File: config.mk
export PLATFORM = sky130hd
export DESIGN_NAME = psu_seq_monitor
export DESIGN_NICKNAME = d
export VERILOG_FILES = /design/src/rtl/psu_seq_monitor.sv
export SDC_FILE = /design/constraint.sdc
export NUM_CORES = 1
export LEC_CHECK = 0
export ABC_AREA = 0
export CORE_ASPECT_RATIO = 1.2
export CORE_MARGIN = 2
export CORE_UTILIZATION = 59
export DETAILED_ROUTE_END_ITERATION = 7
export PLACE_DENSITY_LB_ADDON = 0.15
export RECOVER_POWER = 50
export SYNTH_ARGS = -nofsm -noshare
export SYNTH_HDL_FRONTEND = slang
export SYNTH_SLANG_ARGS = --single-unit
File: constraint.sdc
create_clock -name clk -period 12.5 [get_ports clk]
set_clock_uncertainty 0.15 [all_clocks]
set_input_delay 2.5 -clock clk [delete_from_list [all_inputs] [get_ports clk]]
set_output_delay 2.5 -clock clk [all_outputs]
set_load 0.02 [all_outputs]
File: src/rtl/psu_seq_monitor.sv
// Two-channel power-supply sequencing monitor: decodes thermometer ramps, tracks
// per-channel ramp FSMs, flags protocol errors and counts phase-0 power cycles.
module psu_seq_monitor #(
   parameter int WIDTH = 8
) (
   input  logic             clk,
   input  logic             rst,
   input  logic [WIDTH:0]   ctl0,
   input  logic [WIDTH:0]   ctl1,
   input  logic [3:0]       en,
   input  logic             clr,
   output logic [3:0]       level0,
   output logic [3:0]       level1,
   output logic [1:0]       st0,
   output logic [1:0]       st1,
   output logic             err,
   output logic [2:0]       err_code,
   output logic [7:0]       cycles
);

   typedef enum logic [1:0] {IDLE = 2'd0, RISE = 2'd1, HIGH = 2'd2, FALL = 2'd3} st_t;

   typedef struct packed {
      st_t        st;
      logic [3:0] lvl;
      logic       e1;
      logic       e2;
      logic       e3;
      logic       done;
   } chan_t;

   localparam logic [3:0] LVL_TOP = 4'(WIDTH + 1);

   st_t            state0, state1;
   logic [WIDTH:0] s_ctl0, s_ctl1;
   logic [3:0]     s_en;
   logic           s_vld, p_vld, chk;
   chan_t          c0, c1;
   logic           e4, e5;
   logic [2:0]     new_code;

   // First valid sample after reset seeds level and state without any checks.
   function automatic chan_t chan_step(input st_t st, input logic [3:0] prev,
                                       input logic [WIDTH:0] smp, input logic chk_en);
      chan_t          r;
      logic [3:0]     lv;
      logic [WIDTH:0] inc;
      r.st   = st;
      r.lvl  = prev;
      r.e1   = 1'b0;
      r.e2   = 1'b0;
      r.e3   = 1'b0;
      r.done = 1'b0;
      lv = '0;
      for (int unsigned i = 0; i <= WIDTH; i++) lv = lv + 4'(smp[i]);
      inc = smp + 1'b1;
      if ((inc & smp) != '0) begin
         r.e1 = chk_en;
      end else if (!chk_en) begin
         r.lvl = lv;
         if (lv == 4'd0)         r.st = IDLE;
         else if (lv == LVL_TOP) r.st = HIGH;
         else                    r.st = RISE;
      end else begin
         r.lvl = lv;
         r.e2  = ({1'b0, lv} > {1'b0, prev} + 5'd1) || ({1'b0, prev} > {1'b0, lv} + 5'd1);
         if (lv != prev) begin
            case (st)
               IDLE: r.st = RISE;
               RISE: begin
                  if (lv < prev) begin
                     r.e3 = 1'b1;
                     r.st = FALL;
                  end else if (lv == LVL_TOP) begin
                     r.st = HIGH;
                  end
               end
               HIGH: r.st = FALL;
               FALL: begin
                  if (lv > prev) begin
                     r.e3 = 1'b1;
                     r.st = RISE;
                  end else if (lv == 4'd0) begin
                     r.st   = IDLE;
                     r.done = 1'b1;
                  end
               end
            endcase
         end
      end
      return r;
   endfunction

   assign chk = s_vld & p_vld;
   assign st0 = state0;
   assign st1 = state1;

   always_comb begin
      c0 = chan_step(state0, level0, s_ctl0, chk);
      c1 = chan_step(state1, level1, s_ctl1, chk);
      e4 = chk & ((s_en & (s_en - 4'd1)) != 4'd0);
      // Busy is judged on the state this sample moves the channels into.
      e5 = chk & (|s_en) & (c0.st == RISE || c0.st == FALL || c1.st == RISE || c1.st == FALL);
      new_code = 3'd0;
      if (c0.e1 || c1.e1)      new_code = 3'd1;
      else if (c0.e2 || c1.e2) new_code = 3'd2;
      else if (c0.e3 || c1.e3) new_code = 3'd3;
      else if (e4)             new_code = 3'd4;
      else if (e5)             new_code = 3'd5;
   end

   always_ff @(posedge clk or posedge rst) begin
      if (rst) begin
         s_ctl0   <= '0;
         s_ctl1   <= '0;
         s_en     <= '0;
         s_vld    <= 1'b0;
         p_vld    <= 1'b0;
         level0   <= '0;
         level1   <= '0;
         state0   <= IDLE;
         state1   <= IDLE;
         err      <= 1'b0;
         err_code <= '0;
         cycles   <= '0;
      end else begin
         s_ctl0 <= ctl0;
         s_ctl1 <= ctl1;
         s_en   <= en;
         s_vld  <= 1'b1;
         p_vld  <= s_vld;
         if (s_vld) begin
            level0 <= c0.lvl;
            level1 <= c1.lvl;
            state0 <= c0.st;
            state1 <= c1.st;
         end
         if (clr) begin
            err      <= 1'b0;
            err_code <= '0;
            cycles   <= '0;
         end else begin
            if (!err && new_code != 3'd0) begin
               err      <= 1'b1;
               err_code <= new_code;
            end
            if (c0.done) cycles <= cycles + 8'd1;
         end
      end
   end

endmodule

==> results.yml <==
run_status:
  status: "finished, violations left"
  violations: "capacitance limit, slew limit"
grt:
  antenna_found_initial: 0
  grt_max_degree: 49
  track_usage: 0.2300
  grt_pass1_vias: 2659
  grt_pass1_wl_um: 11450
  overflow: 0
cells_and_area:
  drive_gt1_frac: 0.06000
  area_growth_pct: 18.87
  n_antenna_cell: 0
  final_nets: 473
worst_setup_path:
  critPathRequiredTime_ns: 12.57
  regToRegSetupSlack_ns: 6.93
  worstPathMaxFanout: 6
  reg2regPathDepth: 17
  crit_path_end_kind: "flip-flop"
  crit_type: "flip-flop to flip-flop"
  start_kind: "flip-flop"
  critPathArrivalTime_ns: 5.64
timing:
  worst_pin_slew_ns: 1.743
  hold_viol: 0
  fin_tns_setup_ns: 0
  clock.fmax_mhz: 179.5
  fin_crit_sh: 0.4457
  relSlewSlack: -0.1631
  slew_viol_final: 49
  hold_slack_ns: 0.4062
  finalSetupViolations: 0
  layout_min_cycle_time_ns: 5.571
  rsz0062_at_grt: "false"
clocking:
  cts_sinks: 48
  post_cts_buffers: 0
  cts_buffer_depth: 2
  cts_max_level: 2
  cts_tree: "yes"
  ctsResizeCount: 0
  cts_buffers: 5
  clk_pin_slew_ns: 0.09
  cts-root-buf: "clkbuf_8"
  clk_latency_ns: 0.30
  cts_hold_buffers: 0
place:
  hpwl_um: 5163
  io_buffer_count: 48
  gp_congestion: 0.9150
power_and_ir_drop:
  internal-power_uw: 383.7
  p_per_area_nw_per_um2: 165.7
  p_switching_uw: 286.2
  ir_drop_mv: 0.08122
  p_comb_frac: 0.551
  power.total_uw: 669.9
  clkPwrFrac: 0.143
  switching_share: 0.4272
  pwr-share-seq: 0.305
  p_leak_uw: 0.001857
floorplanning:
  initial_core_util: 0.6040
  fp-row-count: 30
  die_w_um: 73.31
  fp.dieH_um: 87.17
  die-area_um2: 6390
  pin_count: 49
  core_area_um2: 5630
synthesis:
  avgSynthCellArea_um2: 9.800
  ys.flop_type: "dfrtp_1"
  yosysUniqueCellTypes: 52
  syn-instance-count: 347
  synth_seq_cells: 48
  synthTopCellsByArea: "dfrtp_1, ha_1, fa_1"
  synth_top_area_share: 0.3532
  syn-cell-area_um2: 3401
  synth_commonest_cells: "dfrtp_1, inv_1, ha_1, o21ai_0, nor2_1"
  synthArstFlopShare: 1.000
  syn_nets: 421
  synth.yosys.seq_area_share: 0.3532
  yosys_warnings: 0
  synth_edf_count: 0
  synth_area_leader_cell: "dfrtp_1"
routing:
  drtIter0Drc: 156
  vias: 2656
  antenna_left: 0
  remaining_drc_errors: 0
  drtPass1Iterations: 4
  wire_per_inst_um: 14.08
  routed_wl_um: 6531
  viasPerCell: 5.724
job:
  cap_viol_max_count: 1
worst_hold_path:
  hold_path_class: "flip-flop to flip-flop"
  holdPathStages: 0
kinds of logic after synthesis:
group,synth area share
AND/OR/NAND/NOR,0.1593
AO/OA/AOI/OAI,0.1637
buffers and inverters,0.05740
adder cells (fa/ha/maj),0.2024
flip-flops,0.3532
XOR/XNOR,0.04378
multiplexers,0.01913
other,0.001103
metal layers:
layer  routed length [um]  vias up  global-route usage  part of all wire
li1                     -     1316                   -                 -
met1                 2721     1255              0.2826              0.42
met2                 3362       71              0.3939              0.51
met3                  307       14             0.04514             0.047
met4                  139        0             0.09256             0.021
met5                    0        -                   0                 0
area by class of cell:
type                       instances  area (um^2)
clock inverter                     2        13.76
tap                               64        80.08
inverter                          48        180.2
fill                             443         1588
clock buffer                       6        82.58
timing repair buffer              48        480.5
sequential                        48         1201
multi-input combinational        248         2004
sequential cells by signal, summed over array words and instances, names as in the netlist, 3 cells and up, named ones only:
register,cells
cycles,8
err_code,3
level0,4
level1,4
s_ctl0,9
s_ctl1,9
s_en,4
power groups by stage:
stage / Sequential (uW) / Clock [uW] / Combinational [uW]
finish: 205 / 95.9 / 369
global route: 209 / 107 / 424
CTS: 205 / 99.1 / 372
detailed placement: 208 / 0 / 368
global placement: 207 / 0 / 355
floorplan: 217 / 0 / 253
worst max-delay path, stage by stage, from the launching register on:
cell	delay, ns
dfrtp_1	0.43
fa_1	0.54
inv_1	0.05
fa_1	0.45
fa_1	0.49
inv_1	0.05
fa_1	0.37
inv_1	0.07
fa_1	0.46
inv_1	0.17
ha_1	0.26
nor2b_1	0.13
o211ai_1	0.27
nand2_1	0.19
a2111oi_4	0.67
nand4_4	0.19
or3_1	0.38
a21oi_1	0.16
path summary, 6_finish.rpt:
| kind | startpoint | end |
|---|---|---|
| setup / recovery | s_ctl0[0] | cycles[5] |
| hold / removal | s_vld | p_vld |
| setup reg to reg | s_ctl0[0] | cycles[5] |
| hold reg to reg | s_vld | p_vld |
| max in group asynchronous | rst | level0[2] |
| min in group asynchronous | rst | cycles[2] |
placed cells by master (no fill, tap or decap), types with 2 or more instances in the layout:
| cell | Yosys | routed |
|---|---|---|
| inv_1 | 48 | 48 |
| dfrtp_1 | 48 | 48 |
| ha_1 | 39 | 39 |
| o21ai_0 | 26 | 26 |
| clkdlybuf4s50_1 | 0 | 25 |
| dlygate4sd3_1 | 0 | 23 |
| nor2_1 | 22 | 22 |
| nand2_1 | 21 | 21 |
| a21oi_1 | 19 | 19 |
| xnor2_1 | 11 | 11 |
| nand4_1 | 10 | 10 |
| fa_1 | 10 | 10 |
| nand3_1 | 9 | 9 |
| a31oi_1 | 6 | 6 |
| xor2_1 | 6 | 6 |
| clkbuf_8 | 0 | 6 |
| a21o_1 | 5 | 5 |
| o211ai_1 | 4 | 4 |
| a32oi_1 | 4 | 4 |
| mux2_2 | 4 | 4 |
| nand4b_1 | 3 | 3 |
| and2_1 | 3 | 3 |
| nand2b_1 | 3 | 3 |
| or3_1 | 3 | 3 |
| nor2b_4 | 2 | 2 |
| a2111oi_4 | 2 | 2 |
| nand3_4 | 2 | 2 |
| nor2b_1 | 2 | 2 |
| and3_1 | 2 | 2 |
| nand3b_1 | 2 | 2 |
| mux2i_1 | 2 | 2 |
| o31ai_1 | 2 | 2 |
| and2_0 | 2 | 2 |
| nor3_1 | 2 | 2 |
| a221o_1 | 2 | 2 |
through the flow:
stage	area, um^2	utilization	worst slack [ns]	instances
after detailed placement	3946	0.7009	6.948	456
after floorplan	3401	-	7.352	347
after CTS	4043	0.7180	6.926	464
final	4043	0.7180	6.929	464
after global routing	4043	0.7180	6.603	464
after global placement	3946	0.7009	7.018	456
Note: power is estimated with default switching activity, not from simulation.
